[src/rtl/ram_arbiter.sv]
// Two-port round-robin arbiter in front of a single-ported RAM.
// Each access walks IDLE -> ACCESS -> DONE. All outputs are registered, except busy.
module ram_arbiter #(
  parameter int unsigned DEPTH = 32,
  parameter int unsigned WIDTH = 64
) (
  input  logic             clk,
  input  logic             reset,
  input  logic             req0,
  input  logic             req1,
  input  logic             we0,
  input  logic             we1,
  input  logic [WIDTH-1:0] addr0,
  input  logic [WIDTH-1:0] addr1,
  input  logic [WIDTH-1:0] wdata0,
  input  logic [WIDTH-1:0] wdata1,
  output logic             ack0,
  output logic             ack1,
  output logic [WIDTH-1:0] rdata0,
  output logic [WIDTH-1:0] rdata1,
  output logic             err0,
  output logic             err1,
  output logic [WIDTH-1:0] mem_address,
  output logic             mem_read_en,
  output logic             mem_write_en,
  output logic [WIDTH-1:0] mem_data_in,
  input  logic [WIDTH-1:0] mem_out,
  output logic             busy
);

  typedef enum logic [1:0] {StIdle, StAccess, StDone} state_e;

  localparam logic [WIDTH-1:0] DepthW = WIDTH'(DEPTH);

  state_e             state_q, state_d;
  logic               last_grant_q, last_grant_d;
  logic               grant_q, grant_d;
  logic               we_q, we_d;
  logic [WIDTH-1:0]   addr_q, addr_d;
  logic               ack0_q, ack0_d, ack1_q, ack1_d;
  logic               err0_q, err0_d, err1_q, err1_d;
  logic [WIDTH-1:0]   rdata0_q, rdata0_d, rdata1_q, rdata1_d;
  logic [WIDTH-1:0]   mem_address_q, mem_address_d;
  logic [WIDTH-1:0]   mem_data_in_q, mem_data_in_d;
  logic               mem_read_en_q, mem_read_en_d;
  logic               mem_write_en_q, mem_write_en_d;

  logic               sel_gnt, sel_we, sel_oor, acc_oor;
  logic [WIDTH-1:0]   sel_addr, sel_wdata, acc_rdata;

  always_comb begin
    state_d        = state_q;
    last_grant_d   = last_grant_q;
    grant_d        = grant_q;
    we_d           = we_q;
    addr_d         = addr_q;
    ack0_d         = 1'b0;
    ack1_d         = 1'b0;
    err0_d         = 1'b0;
    err1_d         = 1'b0;
    rdata0_d       = '0;
    rdata1_d       = '0;
    mem_address_d  = '0;
    mem_data_in_d  = '0;
    mem_read_en_d  = 1'b0;
    mem_write_en_d = 1'b0;

    // Tie goes to the port that did not win last time.
    sel_gnt   = (req0 && req1) ? ~last_grant_q : req1;
    sel_we    = sel_gnt ? we1 : we0;
    sel_addr  = sel_gnt ? addr1 : addr0;
    sel_wdata = sel_gnt ? wdata1 : wdata0;
    sel_oor   = (sel_addr >= DepthW);
    acc_oor   = (addr_q >= DepthW);
    acc_rdata = (!acc_oor && !we_q) ? mem_out : '0;

    case (state_q)
      StIdle: begin
        if (req0 || req1) begin
          state_d        = StAccess;
          grant_d        = sel_gnt;
          last_grant_d   = sel_gnt;
          we_d           = sel_we;
          addr_d         = sel_addr;
          // RAM-side outputs are registered, so they are set up on the grant edge.
          mem_address_d  = sel_oor ? '0 : sel_addr;
          mem_data_in_d  = sel_oor ? '0 : sel_wdata;
          mem_write_en_d = !sel_oor && sel_we;
          mem_read_en_d  = !sel_oor && !sel_we;
        end
      end
      StAccess: begin
        state_d = StDone;
        if (grant_q) begin
          ack1_d   = 1'b1;
          err1_d   = acc_oor;
          rdata1_d = acc_rdata;
        end else begin
          ack0_d   = 1'b1;
          err0_d   = acc_oor;
          rdata0_d = acc_rdata;
        end
      end
      StDone:  state_d = StIdle;
      default: state_d = StIdle;
    endcase
  end

  always_ff @(posedge clk) begin
    if (reset) begin
      state_q        <= StIdle;
      last_grant_q   <= 1'b1;
      grant_q        <= 1'b0;
      we_q           <= 1'b0;
      addr_q         <= '0;
      ack0_q         <= 1'b0;
      ack1_q         <= 1'b0;
      err0_q         <= 1'b0;
      err1_q         <= 1'b0;
      rdata0_q       <= '0;
      rdata1_q       <= '0;
      mem_address_q  <= '0;
      mem_data_in_q  <= '0;
      mem_read_en_q  <= 1'b0;
      mem_write_en_q <= 1'b0;
    end else begin
      state_q        <= state_d;
      last_grant_q   <= last_grant_d;
      grant_q        <= grant_d;
      we_q           <= we_d;
      addr_q         <= addr_d;
      ack0_q         <= ack0_d;
      ack1_q         <= ack1_d;
      err0_q         <= err0_d;
      err1_q         <= err1_d;
      rdata0_q       <= rdata0_d;
      rdata1_q       <= rdata1_d;
      mem_address_q  <= mem_address_d;
      mem_data_in_q  <= mem_data_in_d;
      mem_read_en_q  <= mem_read_en_d;
      mem_write_en_q <= mem_write_en_d;
    end
  end

  assign ack0         = ack0_q;
  assign ack1         = ack1_q;
  assign err0         = err0_q;
  assign err1         = err1_q;
  assign rdata0       = rdata0_q;
  assign rdata1       = rdata1_q;
  assign mem_address  = mem_address_q;
  assign mem_data_in  = mem_data_in_q;
  assign mem_read_en  = mem_read_en_q;
  assign mem_write_en = mem_write_en_q;
  assign busy         = (state_q != StIdle);

endmodule
[config.mk]
export PLATFORM = sky130hd
export DESIGN_NAME = ram_arbiter
export DESIGN_NICKNAME = d
export VERILOG_FILES = /design/src/rtl/ram_arbiter.sv
export SDC_FILE = /design/constraint.sdc
export NUM_CORES = 1
export LEC_CHECK = 0
export ABC_AREA = 1
export BUFFER_PORTS_ARGS = -buffer_cell sky130_fd_sc_hd__clkbuf_2
export CAP_MARGIN = 10
export CORE_AREA = 2 2 226 228
export CTS_CLUSTER_DIAMETER = 150
export CTS_CLUSTER_SIZE = 28
export DETAILED_ROUTE_END_ITERATION = 8
export DIE_AREA = 0 0 228 230
export PLACE_DENSITY_LB_ADDON = 0.1
export SLEW_MARGIN = 10
export SYNTH_ARGS = -nofsm -noshare
export SYNTH_HDL_FRONTEND = slang
export SYNTH_SLANG_ARGS = --single-unit
export TNS_END_PERCENT = 10
[constraint.sdc]
create_clock -name clk -period 2.05 [get_ports clk]
set_input_delay 0.1025 -clock clk [delete_from_list [all_inputs] [get_ports clk]]
set_output_delay 0.1025 -clock clk [all_outputs]
set_load 0.01 [all_outputs]
# --- Word level (Yosys, flattened, before mapping) ---
# Cells that the tools add are included.
totals:
  ff_bits: 331
  elab_cells: 50
classes:
  order_cmp: 2
  n_eq_ne: 2
  n_mux: 9
  bitwise_logic: 5
  reduce_logical: 17
op_table:
  columns: ["cell", "n"]
  rows:
  - ["64-bit two-way mux", 3]
  - ["64-bit by 6-bit greater-or-equal comparator with 1-bit output, second input constant", 2]
  - ["3-bit OR reduction", 3]
  - ["1-bit inverter", 5]
  - ["1-bit logical AND", 4]
  - ["1-bit zero test", 4]
  - ["1-bit two-way mux", 4]
  - ["2-bit one-hot mux with 2 select lines", 1]
  - ["4-bit OR reduction", 1]
  - ["2-bit by 1-bit == test with 1-bit output, second input constant", 1]
  - ["2-bit zero test", 1]
  - ["2-bit two-way mux", 1]
  - ["2-bit != test, second input constant", 1]
  - ["2-bit AND reduction", 1]
  - ["2-bit nonzero test", 1]
  - ["2-bit OR reduction", 1]
  - ["1-bit logical OR", 1]

# --- Depth between registers and ports, before layout ---
logic_depth:
  depth_word: 6
  ltp_mapped: 14
  depth_no_buf: 12

# --- Worst setup path after synthesis ---
# No wires, ideal clock.
synth_path:
  kind: "register -> register"
  startpoint: "register last_grant_q"
  endpoint: "register mem_read_en_q, in the netlist mem_read_en"
  setup_ns: 0.064
  t_arrival_ns: 1.598
  required_time_ns: 1.986
  slack_ns: 0.388
  stages_incl_launch_ff: 15
  path_buffers: 3
  synth_period_minus_slack_ns: 1.662
  path_cell_list: "dfxtp_1 -> nand2_1 -> nand2_1 -> buf_4 -> buf_2 -> nand2_1 -> nand2_1 -> nor2_1 -> nand2_1 -> nor2_1 -> nand2_1 -> nor2_1 -> nand2_2 -> buf_4 -> nor2_1"
synth_between:
  elab_chain_len: 6
  word_cells_on_any_way: 8
  cone_classes: "order compare: 1; mux: 3; bitwise: 1; reduce/logical: 3"
synth_rtl:
  columns: ["element", "line_no", "source"]
  rows:
  - ["from (decl)", "36", "logic last_grant_q, last_grant_d;"]
  - ["from (signal assigned)", "128", "last_grant_q <= last_grant_d;"]
  - ["1-bit inverter (*)", "69", "sel_gnt = (req0 && req1) ? ~last_grant_q : req1;"]
  - ["1-bit two-way mux (*)", "69", null]
  - ["64-bit two-way mux", "71", "sel_addr = sel_gnt ? addr1 : addr0;"]
  - ["64-bit by 6-bit greater-or-equal comparator with 1-bit output", "73", "sel_oor = (sel_addr >= DepthW);"]
  - ["1-bit zero test", "89", "mem_read_en_d = !sel_oor && !sel_we;"]
  - ["1-bit logical AND (*)", "89", null]
  - ["to (signal assigned)", "140", "mem_read_en_q <= mem_read_en_d;"]
  - ["to (decl)", "45", "logic mem_read_en_q, mem_read_en_d;"]
# Mark *: on every way between the ends. The rest lies on a longest branch, timed or not.
# A chain may end at the register's enable or synchronous reset.

# --- Worst setup path in the final report ---
layout_path:
  startpoint: "register last_grant_q"
  endpoint: "register mem_data_in_q[29], in the netlist mem_data_in[29]"
layout_between:
  elab_chain_len: 5
  word_cells_on_any_way: 6
  cone_classes: "order compare: 1; mux: 3; bitwise: 1; reduce/logical: 1"
layout_rtl:
  columns: ["element", "line_no", "source"]
  rows:
  - ["1-bit inverter (*)", "69", null]
  - ["1-bit two-way mux (*)", "69", null]
  - ["64-bit two-way mux", "71", null]
  - ["64-bit by 6-bit greater-or-equal comparator with 1-bit output", "73", null]
  - ["4-bit OR reduction (no line)", null, null]
  - ["to (signal assigned)", "139", "mem_data_in_q <= mem_data_in_d;"]
  - ["to (decl)", "44", "logic [WIDTH-1:0] mem_data_in_q, mem_data_in_d;"]
# Marks and branches as above.

==> run_results.csv <==
group,metric,value,unit
layout,diodes,0,
worst_setup_path,crit_path_max_incr_delay,350,ps
worst_hold_path,hold_path_depth,4,
worst_setup_path,worst_r2r_endpoint,"mem_data_in[29]",
worst_setup_path,arrival,2490,ps
place,portBuffers,588,
layout,finish.net_count,2649,
layout,nFillCells,5262,
route,avgViaCountPerCell,4.18,
synthesis,yosysTopAreaCell,"dfxtp_1",
layout,syn_to_final_growth,73.5,%
worst_setup_path,worstPathMaxFanout,17,
synthesis,synth_top_area_share,59.2,%
synthesis,synthCells,1370,
clock_network,insertion_delay,530,ps
die,ios,589,
route,drtIter0Drc,627,
layout,drive_gt1_share,31.3,%
worst_setup_path,path_buf_inv,3,
worst_setup_path,crit_slowest_cell,"dfxtp_2",
worst_setup_path,critPathTopFamily,"simple AND/OR/NAND/NOR gates",
synthesis,ys_types,24,
die,start_util,22.1,%
sta,setup_viol,0,
worst_setup_path,cp.required,2510,ps
worst_setup_path,startpoint_type,"flop",
layout,stdcell_count,2994,
clock_network,path_clk_slew,120,ps
synthesis,syn-cell-area,11000,um^2
grt,gr-total-overflow,0,
route,vias,12500,
grt,grt_first_pass_wirelength,71.6,mm
outcome,outcome,"complete, no violations",
clock_network,cts.sinks,326,
sta,fin_crit_sh,99.2,%
sta,worst_pin_slew,598,ps
sta,layout_min_cycle_time,2030,ps
grt,grt_max_degree,83,
sta,report.final.slew_viol_count,0,
flow_run,drv_cap,0,
synthesis,ys_warn_count,0,
worst_setup_path,crit_chain,"nand2_4 > nand2_4 > buf_12 > clkbuf_16 > nand2_2 > nand2_1 > nor2_1 > nand2_1 > nor2_4 > nand2_2 > nor2_4 > nand2_8 > clkbuf_16 > nor2_1",
place,hpwl,35.0,mm
worst_hold_path,hold_start,"addr1[24]",
route,ant_nets,0,
grt,grt_antenna_before_repair,0,
place,dpl_cell_area,15300,um^2
die,std_cell_rows,82,
sta,setup_tns,0,ps
worst_setup_path,worstSetupPathType,"reg2reg",
worst_setup_path,r2r-start,"last_grant_q",
clock_network,cts.path.max_buffers,3,
power,power.density,639,nW/um^2
die,die_w,228,um
layout,design_area,19100,um^2
clock_network,numCtsBuffers,15,
sta,hold_violations,0,
grt,grt_usage,17.4,%
worst_setup_path,cp-end-kind,"flop",
die,dieArea,52400,um^2
die,core_area,49900,um^2
sta,slew-limit-headroom,60.1,%
worst_setup_path,reg2regPathDepth,14,
worst_setup_path,reg2reg_slack,20,ps
layout,final_common_cell,"clkbuf_2",
worst_hold_path,hold_class,"in2reg",
power,power.leakage,9.42,nW
sta,fin_skew,20.8,ps
layout,final_cell_mix,"clkbuf_2 (588), dfxtp_1 (325), nand2_1 (320), dlygate4sd3_1 (311), nor2_1 (245)",
synthesis,yosysSeqAreaShare,59.2,%
synthesis,synthTopCellsByArea,"dfxtp_1 (59%), nand2_1 (11%), nor2_1 (8.9%), nand4_1 (3.9%), inv_1 (2.9%)",
die,die_h,230,um
sta,hold-worst-slack,20.4,ps
worst_hold_path,min_to,"addr_q[24]",
route,wire_per_inst,16.2,um
synthesis,synth_seq_cells,326,
sta,rsz0062_at_grt,"true",
place,globalplace.congestion,0.839,
clock_network,cts_tree,"built",
sta,max_freq,492,MHz
power,ir_drop,0.413,mV
clock_network,clock-root-buffer,"clkbuf_16",
route,wl,48.6,mm
clock_network,htreeDepth,1,
route,drcViolationCount,0,
grt,grt_pass1_vias,12300,
synthesis,synth.avg_cell_area,8.05,um^2
route,firstDrtPassIters,5,
place,dp.cells,2658,
[per-layer routing]
layer	share of wire [%]	wire length (um)	up-vias	track usage, %
met5	0	0	-	0
met4	3.1	1520	0	6.15
met3	5.3	2580	82	2.85
met2	50	24400	467	31.2
met1	41	20100	5766	20.9
li1	-	-	6191	-
[kinds of logic after synthesis]
logic type,share of synthesized area [%]
AND/OR/NAND/NOR,27.2
flip-flops,59.2
buffers and inverters,6.70
AO/OA/AOI/OAI,6.43
multiplexers,0.454
other,0.0340
[Yosys cell counts]
master / instances
inv_1: 85
and2_1: 2
buf_1: 12
o21ai_0: 61
or2_2: 2
nor2_1: 261
a31oi_1: 47
inv_2: 2
a21oi_1: 14
mux2i_1: 5
buf_6: 2
buf_2: 9
buf_4: 9
nand3_1: 48
dfxtp_1: 326
nand4_1: 69
nand3b_1: 5
nor4_1: 4
nor3_1: 1
nand2_1: 334
clkbuf_1: 62
nand2_2: 1
conb_1: 1
o21ai_1: 8
[how the worst max path moves through the flow]
stage / startpoint / to / slack, ps / cells past startpoint
after floorplan: last_grant_q / mem_read_en / 390 / 14
after global placement: last_grant_q / mem_data_in[10] / -100 / 13
after detailed placement: last_grant_q / mem_data_in[15] / -120 / 13
after CTS: last_grant_q / mem_write_en / -6 / 14
after global routing: last_grant_q / mem_address[0] / -100 / 14
final: last_grant_q / mem_data_in[29] / 20 / 14
[registers in the layout (all words and copies together) (netlist names)]
name	count
mem_address	64
mem_data_in	64
rdata0	64
rdata1	64
addr_q	59
state_q	2
ack0	1
ack1	1
err0	1
err1	1
grant_q	1
last_grant_q	1
mem_read_en	1
mem_write_en	1
we_q	1
[through the flow]
stage	worst slack [ps]	util, %	total power, mW
after floorplan	388	-	7.57
after global placement	-96.0	30.7	8.41
after detailed placement	-121	30.7	8.39
after CTS	-5.77	37.9	12.4
after global routing	-98.9	38.4	12.9
final	16.7	38.4	12.2
[worst min-delay path: cells and delay by family]
family,cells,cell delay [ps]
buffers and inverters,2,200
AND/OR/NAND/NOR,1,120
AO/OA/AOI/OAI,1,70
[area by class of cell]
class / count / area [um^2] / share of cell area, %
clock inverter: 1 / 11.3 / 0.0588
multi-input combinational: 921 / 4160 / 21.8
timing repair buffer: 972 / 6890 / 36.0
tap: 672 / 841 / 4.39
sequential: 326 / 6530 / 34.1
inverter: 87 / 327 / 1.71
clock buffer: 15 / 375 / 1.96
[power by group]
part | switching (mW) | internal, mW | total (mW)
clock network | 2.08 | 1.35 | 3.43
registers | 0.101 | 6.54 | 6.64
logic | 1.08 | 1.08 | 2.16
[timing repair]
action,CTS,global route
resized for setup,18,34
hold endpoints to repair,256,0
pin swaps,2,5
hold buffers,311,0
setup endpoints to repair,71,96
buffers inserted,1,2
gates cloned,2,4
(Power assumes the default switching activity.)
